File: config.mk
export PLATFORM = sky130hd
export DESIGN_NAME = flash_arbiter
export DESIGN_NICKNAME = d
export VERILOG_FILES = /design/src/rtl/flash_arbiter.sv
export SDC_FILE = /design/constraint.sdc
export NUM_CORES = 1
export LEC_CHECK = 0
export BUFFER_PORTS_ARGS = -buffer_cell sky130_fd_sc_hd__buf_4
export CELL_PAD_IN_SITES_DETAIL_PLACEMENT = 0
export CELL_PAD_IN_SITES_GLOBAL_PLACEMENT = 1
export CORE_UTILIZATION = 32
export DETAILED_ROUTE_END_ITERATION = 8
export PLACE_DENSITY = 0.86
export SETUP_SLACK_MARGIN = 0.05
export SLEW_MARGIN = 20
export SYNTH_ARGS = -nofsm -noshare
export SYNTH_HDL_FRONTEND = slang
export SYNTH_SLANG_ARGS = --single-unit
File: constraint.sdc
create_clock -name iclk -period 1.6 [get_ports iclk]
set_clock_uncertainty 0.05 [all_clocks]
set_input_delay 0.08 -clock iclk [delete_from_list [all_inputs] [get_ports iclk]]
set_output_delay 0.08 -clock iclk [all_outputs]
set_load 0.02 [all_outputs]
File: src/rtl/flash_arbiter.sv
// flash_arbiter: round-robin sharing of one toggle-handshake flash reader between two ports,
// with a sticky watchdog for a flash controller that never acknowledges.
module flash_arbiter #(
  parameter int TIMEOUT = 4096
) (
  input  logic        iclk,
  input  logic        ireset,
  input  logic        ireq0,
  input  logic [22:0] iaddr0,
  output logic        oack0,
  output logic [15:0] odata0,
  input  logic        ireq1,
  input  logic [22:0] iaddr1,
  output logic        oack1,
  output logic [15:0] odata1,
  output logic [22:0] ofl_addr,
  output logic        ofl_req,
  input  logic        ifl_ack,
  input  logic [15:0] ifl_data,
  output logic        obusy,
  output logic        ogrant,
  output logic        otimeout
);
  typedef enum logic [1:0] {IDLE, ISSUE, WAIT} state_t;
  state_t state;
  logic [15:0] wdog, wdog_next;
  logic pend0, pend1, sel;
  assign pend0 = ireq0 ^ oack0;
  assign pend1 = ireq1 ^ oack1;
  // on a tie the port not granted last time wins
  assign sel = (pend0 && pend1) ? ~ogrant : pend1;
  assign wdog_next = (wdog == 16'hffff) ? wdog : wdog + 16'd1;
  always_ff @(posedge iclk) begin
    if (ireset) begin
      state <= IDLE;
      wdog <= '0;
      oack0 <= 1'b0;
      oack1 <= 1'b0;
      odata0 <= '0;
      odata1 <= '0;
      ofl_addr <= '0;
      ofl_req <= 1'b0;
      obusy <= 1'b0;
      ogrant <= 1'b1;
      otimeout <= 1'b0;
    end else begin
      case (state)
        IDLE: if (pend0 || pend1) begin
          ogrant <= sel;
          ofl_addr <= sel ? iaddr1 : iaddr0;
          obusy <= 1'b1;
          state <= ISSUE;
        end
        ISSUE: begin
          ofl_req <= ~ifl_ack;
          wdog <= '0;
          state <= WAIT;
        end
        WAIT: if (ofl_req == ifl_ack) begin
          if (ogrant) begin
            odata1 <= ifl_data;
            oack1 <= ~oack1;
          end else begin
            odata0 <= ifl_data;
            oack0 <= ~oack0;
          end
          obusy <= 1'b0;
          state <= IDLE;
        end else begin
          wdog <= wdog_next;
          if (TIMEOUT != 0 && int'(wdog_next) >= TIMEOUT) otimeout <= 1'b1;
        end
        default: state <= IDLE;
      endcase
    end
  end
endmodule

==> results of run 1 <==
[state kept, by name, indices dropped and copies added, names as in the netlist]
name	count
obusy	1
oack1	1
otimeout	1
ogrant	1
oack0	1
ofl_addr	23
wdog	16
odata1	16
odata0	16
ofl_req	1
state	2
[layout make-up]
cell class                      count  share of cell area (%)
Sequential cell                    79                    27.3
Tap cell                          136                    2.86
Clock inverter                      7                    1.26
Timing Repair Buffer              207                    30.5
Clock buffer                        9                    2.09
Multi-Input combinational cell    265                    35.9
Inverter                            2                   0.126
[Yosys cell counts, types with 5 or more instances]
library cell,n
nand4_1,6
a21oi_1,9
nor4_1,5
nand3_1,9
nor3_1,5
xor2_1,5
a211oi_1,25
nor2_1,76
dfxtp_1,79
mux2i_1,55
clkbuf_1,11
buf_2,10
o21ai_0,12
nand2_1,11
[routing by layer]
layer | up-vias | global-route usage, %
li1 | 1718 | -
met1 | 1668 | 19.4
met2 | 101 | 28.6
met3 | 13 | 6.07
met4 | 0 | 4.76
met5 | - | 0
[placed cells by master, fill, tap and decap left out, types with 5 or more instances in the layout]
cell,count
a211oi_1,18
a211oi_2,7
a21oi_1,6
buf_12,5
buf_4,170
clkbuf_16,6
clkbuf_8,9
dfxtp_1,62
dfxtp_2,10
dfxtp_4,7
dlygate4sd3_1,18
mux2i_1,48
mux2i_2,5
nand2_1,9
nand3_1,5
nand4_1,6
nor2_1,69
o21ai_0,6
o21ai_1,5
[what timing repair did]
item | 4_1_cts | 5_1_grt
hold endpoints to repair | 40 | 0
pin swaps | 2 | 48
resized for setup | 9 | 86
hold buffers | 19 | 0
gates cloned | 0 | 8
buffers inserted | 1 | 12
setup endpoints to repair | 37 | 59
[logic make-up after synthesis]
family	Yosys count	synth area share (%)
muxes	56	16.2
buffers and inverters	29	4.40
and+or+nand+nor	135	18.6
xor gates and xnor gates	7	1.77
AOI/OAI and AO/OA	66	13.2
adders and majority gates	1	0.360
DFF	79	45.5
[where the power goes]
part           internal, mW  switching [mW]
logic                 0.782           0.715
registers              2.09          0.0840
clock network         0.617           0.866
total                  3.49            1.67
[worst paths after layout]
path,startpoint,cells past startpoint,to
max,wdog[6],5,otimeout
min,iaddr0[22],3,ofl_addr[22]
max reg2reg,wdog[6],5,otimeout
min reg2reg,wdog[10],1,wdog[10]
[worst max-delay path: cells and delay by family (launching register included)]
kind          cells  cell delay (ps)
mux               1              350
simple gates      4              860
flops             1              370
[through the flow]
| step | total power [mW] | instance area, um2 | utilization [%] | worst slack (ps) | instances |
|---|---|---|---|---|---|
| after global placement | 3.31 | 4880 | 46.8 | 25.1 | 649 |
| after CTS | 4.86 | 5310 | 51.0 | 0.557 | 685 |
| final | 5.16 | 5940 | 57.0 | -139 | 705 |
| after floorplan | 2.83 | 3540 | - | 16.9 | 373 |
| after global routing | 5.38 | 5940 | 57.0 | -207 | 705 |
| after detailed placement | 3.33 | 4880 | 46.8 | -12.1 | 649 |
==> impl_metrics.yaml, run 1 <==
logic_synthesis:
  synth.largest_area_cell: "dfxtp_1"
  synthCells: 373
  synth_seq_cells: 79
  synth_enable_flop_cells: 0
  ys_warn_count: 0
  synth_cell_types: 47
  syn_avg_cell_area_um2: 9.31
  synth_flop_cell: "dfxtp_1"
  ys_seq_area_share_pct: 45.5
  synth_top_area_share_pct: 45.5
  synth.net_count: 441
  syn-cell-area_um2: 3470
  synth_area_leaders: "dfxtp_1 (46%), mux2i_1 (16%), nor2_1 (8.2%)"
  synth_async_sr_flop_share_pct: 0
floorplanning:
  dieWidth_um: 106
  core_area_um2: 10400
  die_area_um2: 11300
  top_level_ports: 128
  rows: 37
  initial_core_util_pct: 33.3
  die_y_um: 106
setup_path:
  crit_slowest_cell: "nor4_2"
  crit_path_end_kind: "flop"
  crit_chain: "nand4_1 > nor4_2 > mux2_4 > nor4_2 > nor3_1"
  reg2reg_setup_slack_ps: -140
  path_max_fanout: 4
  path_class: "flop to flop"
  worst_path_largest_cell_delay_ps: 420
  required_ps: 1800
  cp_data_arrival_time_ps: 1940
  cp-start-kind: "flop"
  cpMostUsedCell: "nor4_2"
clock_tree:
  cts_tree: "done"
  clk_pin_slew_ps: 90
  clock_path_buffers: 2
  cts_root_buffer: "clkbuf_8"
  clk_latency_ps: 370
  h-tree-depth: 3
  cts_sinks: 79
  cts_buffers: 9
sta:
  slew_viol_final: 0
  tightest_slew_ps: 452
  hold_viol: 0
  maxSlewHeadroom_pct: 69.8
  fmax_mhz: 575
  setup-tns-final_ps: -305
  setup_violations: 5
  hold-worst-slack_ps: 10.4
  min_period_ps: 1740
  fin_ws_ps: -139
  rsz0062_at_grt: "yes"
  fin_crit_sh_pct: 109
worst_hold_path:
  hold_path_class: "primary input to flop"
run_status:
  violations: "negative setup slack"
  status: "complete, but fails checks"
finish:
  fin_nets: 632
  synthToLayoutAreaGrowth_pct: 71.1
  fillers: 859
  num_antenna_cells: 0
  seq_area_um2: 1620
  drive_above_1_share_pct: 49.6
  multiInputGateArea_um2: 2130
place:
  port_buffers: 127
  dpl.hpwl_um: 6690
  gp_congestion: 0.810
drt:
  dr.pass1.iters: 5
  remaining_drc_errors: 0
  vias_per_cell: 4.96
  ant_nets: 0
  drt_iter0_drc: 181
  wl_met2_um: 5350
  wl_met3_um: 709
  wl_met1_um: 4390
  highest_layer: "met4"
  drt-total-wl_um: 10600
  via_count: 3500
  wire_per_inst_um: 15.0
power_and_ir_drop:
  power.leakage_nw: 2.58
  power.density_nw_per_um2: 868
  irDropWorstVdd_mv: 0.536
global_route:
  grt_max_degree: 47
  grt_pass1_vias: 3220
  grt_pass1_wl_um: 15100
  grt_overflow_total: 0
  grt_usage_pct: 16.7
  antenna_found_initial: 0
run:
  max-cap-violations: 0
Note: power is estimated with default switching activity, not from simulation.
==> run 2, diff against run 1 <==
Settings changed: CORE_UTILIZATION 32 to 36, PLACE_DENSITY 0.86 to 0.9.
Clock period 1.6 ns to 1.9 ns, I/O delays scaled along.
==> run 2 against run 1 <==
Against the previous run: the run now ends clean; largest cell class unchanged; cell area is 15% lower; via count fell by 6.5%; first-iteration DRC count down 45%; core utilization is 2.4 points lower; die area is 11% lower; power is 24% lower; sequential cell count stayed put; clock-buffer cell count increased by 2.
==> impl_metrics.yaml, run 2 (synthesis results as in run 1) <==
run_status:
  status: "finished, final reports clean"
drt:
  drt_iter0_drc: 99
  highest_layer: "met4"
  remaining_drc_errors: 0
  dr.pass1.iters: 4
  wl_met1_um: 3800
  wl_met2_um: 4280
  ant_nets: 0
  wire_per_inst_um: 13.7
  vias_per_cell: 5.00
  via_count: 3274
  drt-total-wl_um: 9000
  wl_met3_um: 774
clock_tree:
  cts_sinks: 79
  clk_pin_slew_ps: 80
  cts_root_buffer: "clkbuf_8"
  cts_tree: "done"
  h-tree-depth: 3
  clk_latency_ps: 350
  clock_path_buffers: 2
  cts_buffers: 9
finish:
  largest-register: "ofl_addr"
  fin_nets: 589
  largest_register_ffs: 23
  final_common_cell: "buf_4"
  num_antenna_cells: 0
  drive_above_1_share_pct: 33.7
  fillers: 832
  final_cell_mix: "buf_4 (143), dfxtp_1 (77), nor2_1 (76), mux2i_1 (55), a211oi_1 (25)"
  fin_util_pct: 54.6
  post-route-cell-area_um2: 5070
  synthToLayoutAreaGrowth_pct: 46.1
power_and_ir_drop:
  irDropWorstVdd_mv: 0.534
  power.leakage_nw: 2.23
  power.density_nw_per_um2: 773
  total_power_mw: 3.92
global_route:
  grt_usage_pct: 17.8
  grt_pass1_wl_um: 14300
  grt_max_degree: 50
  grt_overflow_total: 0
  antenna_found_initial: 0
  grt_pass1_vias: 3117
sta:
  fin_crit_sh_pct: 93.6
  tightest_slew_ps: 493
  hold_viol: 0
  fmax_mhz: 562
  min_period_ps: 1780
  setup-tns-final_ps: 0
  slew_viol_final: 0
  maxSlewHeadroom_pct: 67.2
  rsz0062_at_grt: "yes"
  setup_violations: 0
setup_path:
  path_class: "flop to flop"
  rr_worst_depth: 5
  cp_data_arrival_time_ps: 1960
  cp-start-kind: "flop"
  crit_path_end_kind: "flop"
  path_max_fanout: 5
  required_ps: 2080
floorplanning:
  die_y_um: 100
  rows: 35
  die_area_um2: 10000
  initial_core_util_pct: 37.4
  top_level_ports: 128
  core_area_um2: 9280
  dieWidth_um: 100
place:
  port_buffers: 127
  placed_area_um2: 4650
  gp_congestion: 0.828
  dpl.hpwl_um: 6110
worst_hold_path:
  hold_path_class: "primary input to flop"
  holdPathStages: 3
run:
  max-cap-violations: 0
[run 2: cell types whose count changed in the layout (fill, tap and decap cells not counted), moves of 5 or more]
cell and change:
buf_4 -27, dfxtp_1 +15, dfxtp_2 -8, a211oi_1 +7, a211oi_2 -7, dfxtp_4 -7, mux2i_1 +7, nor2_1 +7
clkbuf_16 -6, o21ai_0 +6, mux2i_2 -5
[run 2: worst paths after layout]
path | start | to | slack, ps
min reg2reg | ofl_addr[0] | ofl_addr[0] | 450
max reg2reg | wdog[11] | otimeout | 120
min | iaddr0[9] | ofl_addr[9] | 30
max | wdog[11] | otimeout | 120
[run 2: layout make-up]
cell class                      count  area (um2)  share of cell area, %
Clock buffer                       11         141                   2.79
Tap cell                          129         161                   3.18
Inverter                            2        7.51                  0.148
Clock inverter                      5        41.3                  0.814
Sequential cell                    79        1580                   31.2
Multi-Input combinational cell    265        1810                   35.7
Timing Repair Buffer              164        1320                   26.1
[run 2: what timing repair did]
| action | 4_1_cts | 5_1_grt |
|---|---|---|
| hold buffers | 17 | 0 |
| pin swaps | 0 | 3 |
| buffers inserted | 0 | 1 |
| endpoints found under the setup margin | 1 | 11 |
| endpoints found under the hold margin | 33 | 0 |
| gates resized for setup | 1 | 10 |
[run 2: metal layers]
metal	track usage, %	vias up
met5	0	-
met4	6.24	0
met3	6.82	14
met2	29.5	125
met1	20.9	1488
li1	-	1647
[run 2: critical path, stage by stage (launching register included)]
cell	delay [ps]
dfxtp_1	420
nand4_2	160
nor4_2	320
mux2_2	390
nor4_1	240
nor3_1	80
[run 2: power by group]
group	internal [mW]	total, mW	switching (mW)
logic	0.441	0.913	0.472
registers	1.77	1.84	0.0725
clock network	0.522	1.17	0.643
[run 2: through the flow]
step | setup slack [ps] | hold slack, ps | std cells
2_1_floorplan | 166 | 141 | 373
3_3_place_gp | 117 | 257 | 621
3_5_place_dp | 26.3 | 276 | 621
4_1_cts | 50.7 | 20.6 | 654
5_1_grt | -38.3 | 33.7 | 655
6_report | 121 | 34.7 | 655
==> run 3, diff against run 2 <==
Clock period 1.9 ns to 1.7 ns, I/O delays scaled along.
==> run 3 against run 2 <==
Against the previous run: fmax grew 8.2%; clock power grew 18%; global-route usage grew 2.1 points; power grew 20%; core utilization grew 5.0 points; clock-buffer cell count shrank 1; critical endpoint unchanged; sequential power grew 12%; via count grew 6.5%; non-clock buffer count grew 19; sequential share of layout area shrank 2.1 points; die area is the same; setup slack lost 65 ps.
==> impl_metrics.yaml, run 3 (synthesis results as in run 1) <==
run_status:
  status: "finished, final reports clean"
clock_tree:
  clk_latency_ps: 350
  cts_sinks: 79
  cts_tree: "done"
  cts_root_buffer: "clkbuf_8"
  clock_path_buffers: 2
  clk_pin_slew_ps: 90
  cts_buffers: 9
  h-tree-depth: 3
finish:
  final_cell_mix: "buf_4 (152), nor2_1 (72), dfxtp_1 (66), mux2i_1 (52), a211oi_1 (25)"
  fin_nets: 608
  post-route-cell-area_um2: 5540
  synthToLayoutAreaGrowth_pct: 59.5
  final_common_cell: "buf_4"
  fillers: 795
  drive_above_1_share_pct: 41.4
  largest_register_ffs: 23
  fin_util_pct: 59.6
  largest-register: "ofl_addr"
  num_antenna_cells: 0
sta:
  min_period_ps: 1640
  slew_viol_final: 0
  fin_crit_sh_pct: 96.7
  rsz0062_at_grt: "yes"
  maxSlewHeadroom_pct: 63.5
  fmax_mhz: 608
  setup_violations: 0
  tightest_slew_ps: 547
  hold_viol: 0
drt:
  drt-total-wl_um: 10700
  wire_per_inst_um: 15.9
  remaining_drc_errors: 0
  drt_iter0_drc: 182
  dr.pass1.iters: 7
  via_count: 3487
  ant_nets: 0
  vias_per_cell: 5.18
setup_path:
  crit_buf_inv: 0
  required_ps: 1870
  crit_path_end_kind: "flop"
  worst_path_largest_cell_delay_ps: 370
  crit_chain: "ha_4 > and4_4 > a311oi_1 > a31oi_1 > nor4_4 > nor3_1"
  crit_slowest_cell: "dfxtp_4"
  path_class: "flop to flop"
  cp_data_arrival_time_ps: 1810
  cp-start-kind: "flop"
  critical-path-top-delay-family: "simple AND/OR/NAND/NOR gates"
  path_max_fanout: 6
global_route:
  antenna_found_initial: 0
  grt_pass1_vias: 3351
  grt_usage_pct: 19.8
  grt_max_degree: 52
  grt_overflow_total: 0
  grt_pass1_wl_um: 15900
power_and_ir_drop:
  switching_power_mw: 1.42
  power.density_nw_per_um2: 849
  power.leakage_nw: 2.42
  p_int_mw: 3.28
  p_clk_share_pct: 29.4
  p_comb_share_pct: 26.8
  seq_power_share_pct: 43.7
  p_sw_share_pct: 30.2
  irDropWorstVdd_mv: 0.554
floorplanning:
  die_area_um2: 10000
  top_level_ports: 128
  initial_core_util_pct: 37.4
  die_y_um: 100
  core_area_um2: 9280
  rows: 35
  dieWidth_um: 100
run:
  max-cap-violations: 0
place:
  dpl.hpwl_um: 6560
  placed_area_um2: 4730
  port_buffers: 127
  gp_congestion: 0.855
worst_hold_path:
  hold_path_class: "primary input to flop"
==> run 3: cell count changes in the layout (fill, tap and decap cells not counted), sizes merged <==
cell and change:
buf +16, clkbuf +2, bufinv +1, inv -1
==> run 3: final timing paths <==
check	start	slack (ps)	cells past startpoint	end
hold reg to reg	wdog[8]	440	1	wdog[8]
setup reg to reg	wdog[1]	60	6	otimeout
setup / recovery	wdog[1]	60	6	otimeout
hold / removal	iaddr0[7]	20	3	ofl_addr[7]
==> run 3: routing by layer <==
layer / GRT usage, % / routed length, um / vias up
met3: 5.08 / 739 / 14
li1: - / - / 1676
met2: 35.6 / 5600 / 126
met5: 0 / 0 / -
met4: 6.91 / 148 / 0
met1: 22.7 / 4200 / 1671
==> run 3: timing repair <==
action | CTS | global route
hold buffers | 17 | 0
setup buffers | 5 | 4
gates resized for setup | 21 | 37
pin swaps | 6 | 15
cloned | 1 | 4
hold endpoints to repair | 33 | 0
endpoints found under the setup margin | 27 | 58
==> run 3: through the flow <==
stage               worst slack (ps)  hold WS (ps)  total power [mW]  TNS, ps  instances
floorplan                       51.4           123              2.66        0        373
global placement                6.74           238              3.08        0        627
detailed placement             -42.5           244              3.10     -108        627
CTS                             41.1          6.53              4.58        0        665
global route                   -19.7          19.9              4.92    -19.7        673
finish                          55.6          22.0              4.70        0        673
==> run 3: area by class of cell <==
type                            count  area [um2]  area share, %
Clock inverter                      5        58.8           1.06
Clock buffer                       10         128           2.31
Timing Repair Buffer              183        1590           28.7
Tap cell                          129         161           2.92
Multi-Input combinational cell    265        1980           35.7
Sequential cell                    79        1620           29.2
Inverter                            2        7.51          0.136
==> run 3: worst register-to-register path: stages, from the launching register on <==
cell	delay [ps]
dfxtp_4	370
ha_4	180
and4_4	210
a311oi_1	280
a31oi_1	120
nor4_4	230
nor3_1	80
==> run 3: power by group through the flow <==
| stage | Sequential (mW) | Clock (mW) | Combinational, mW |
|---|---|---|---|
| after floorplan | 2.24 | 0 | 0.426 |
| after global placement | 2.09 | 0 | 0.987 |
| after detailed placement | 2.10 | 0 | 1.00 |
| after CTS | 2.05 | 1.43 | 1.09 |
| after global routing | 2.07 | 1.51 | 1.34 |
| final | 2.06 | 1.38 | 1.26 |
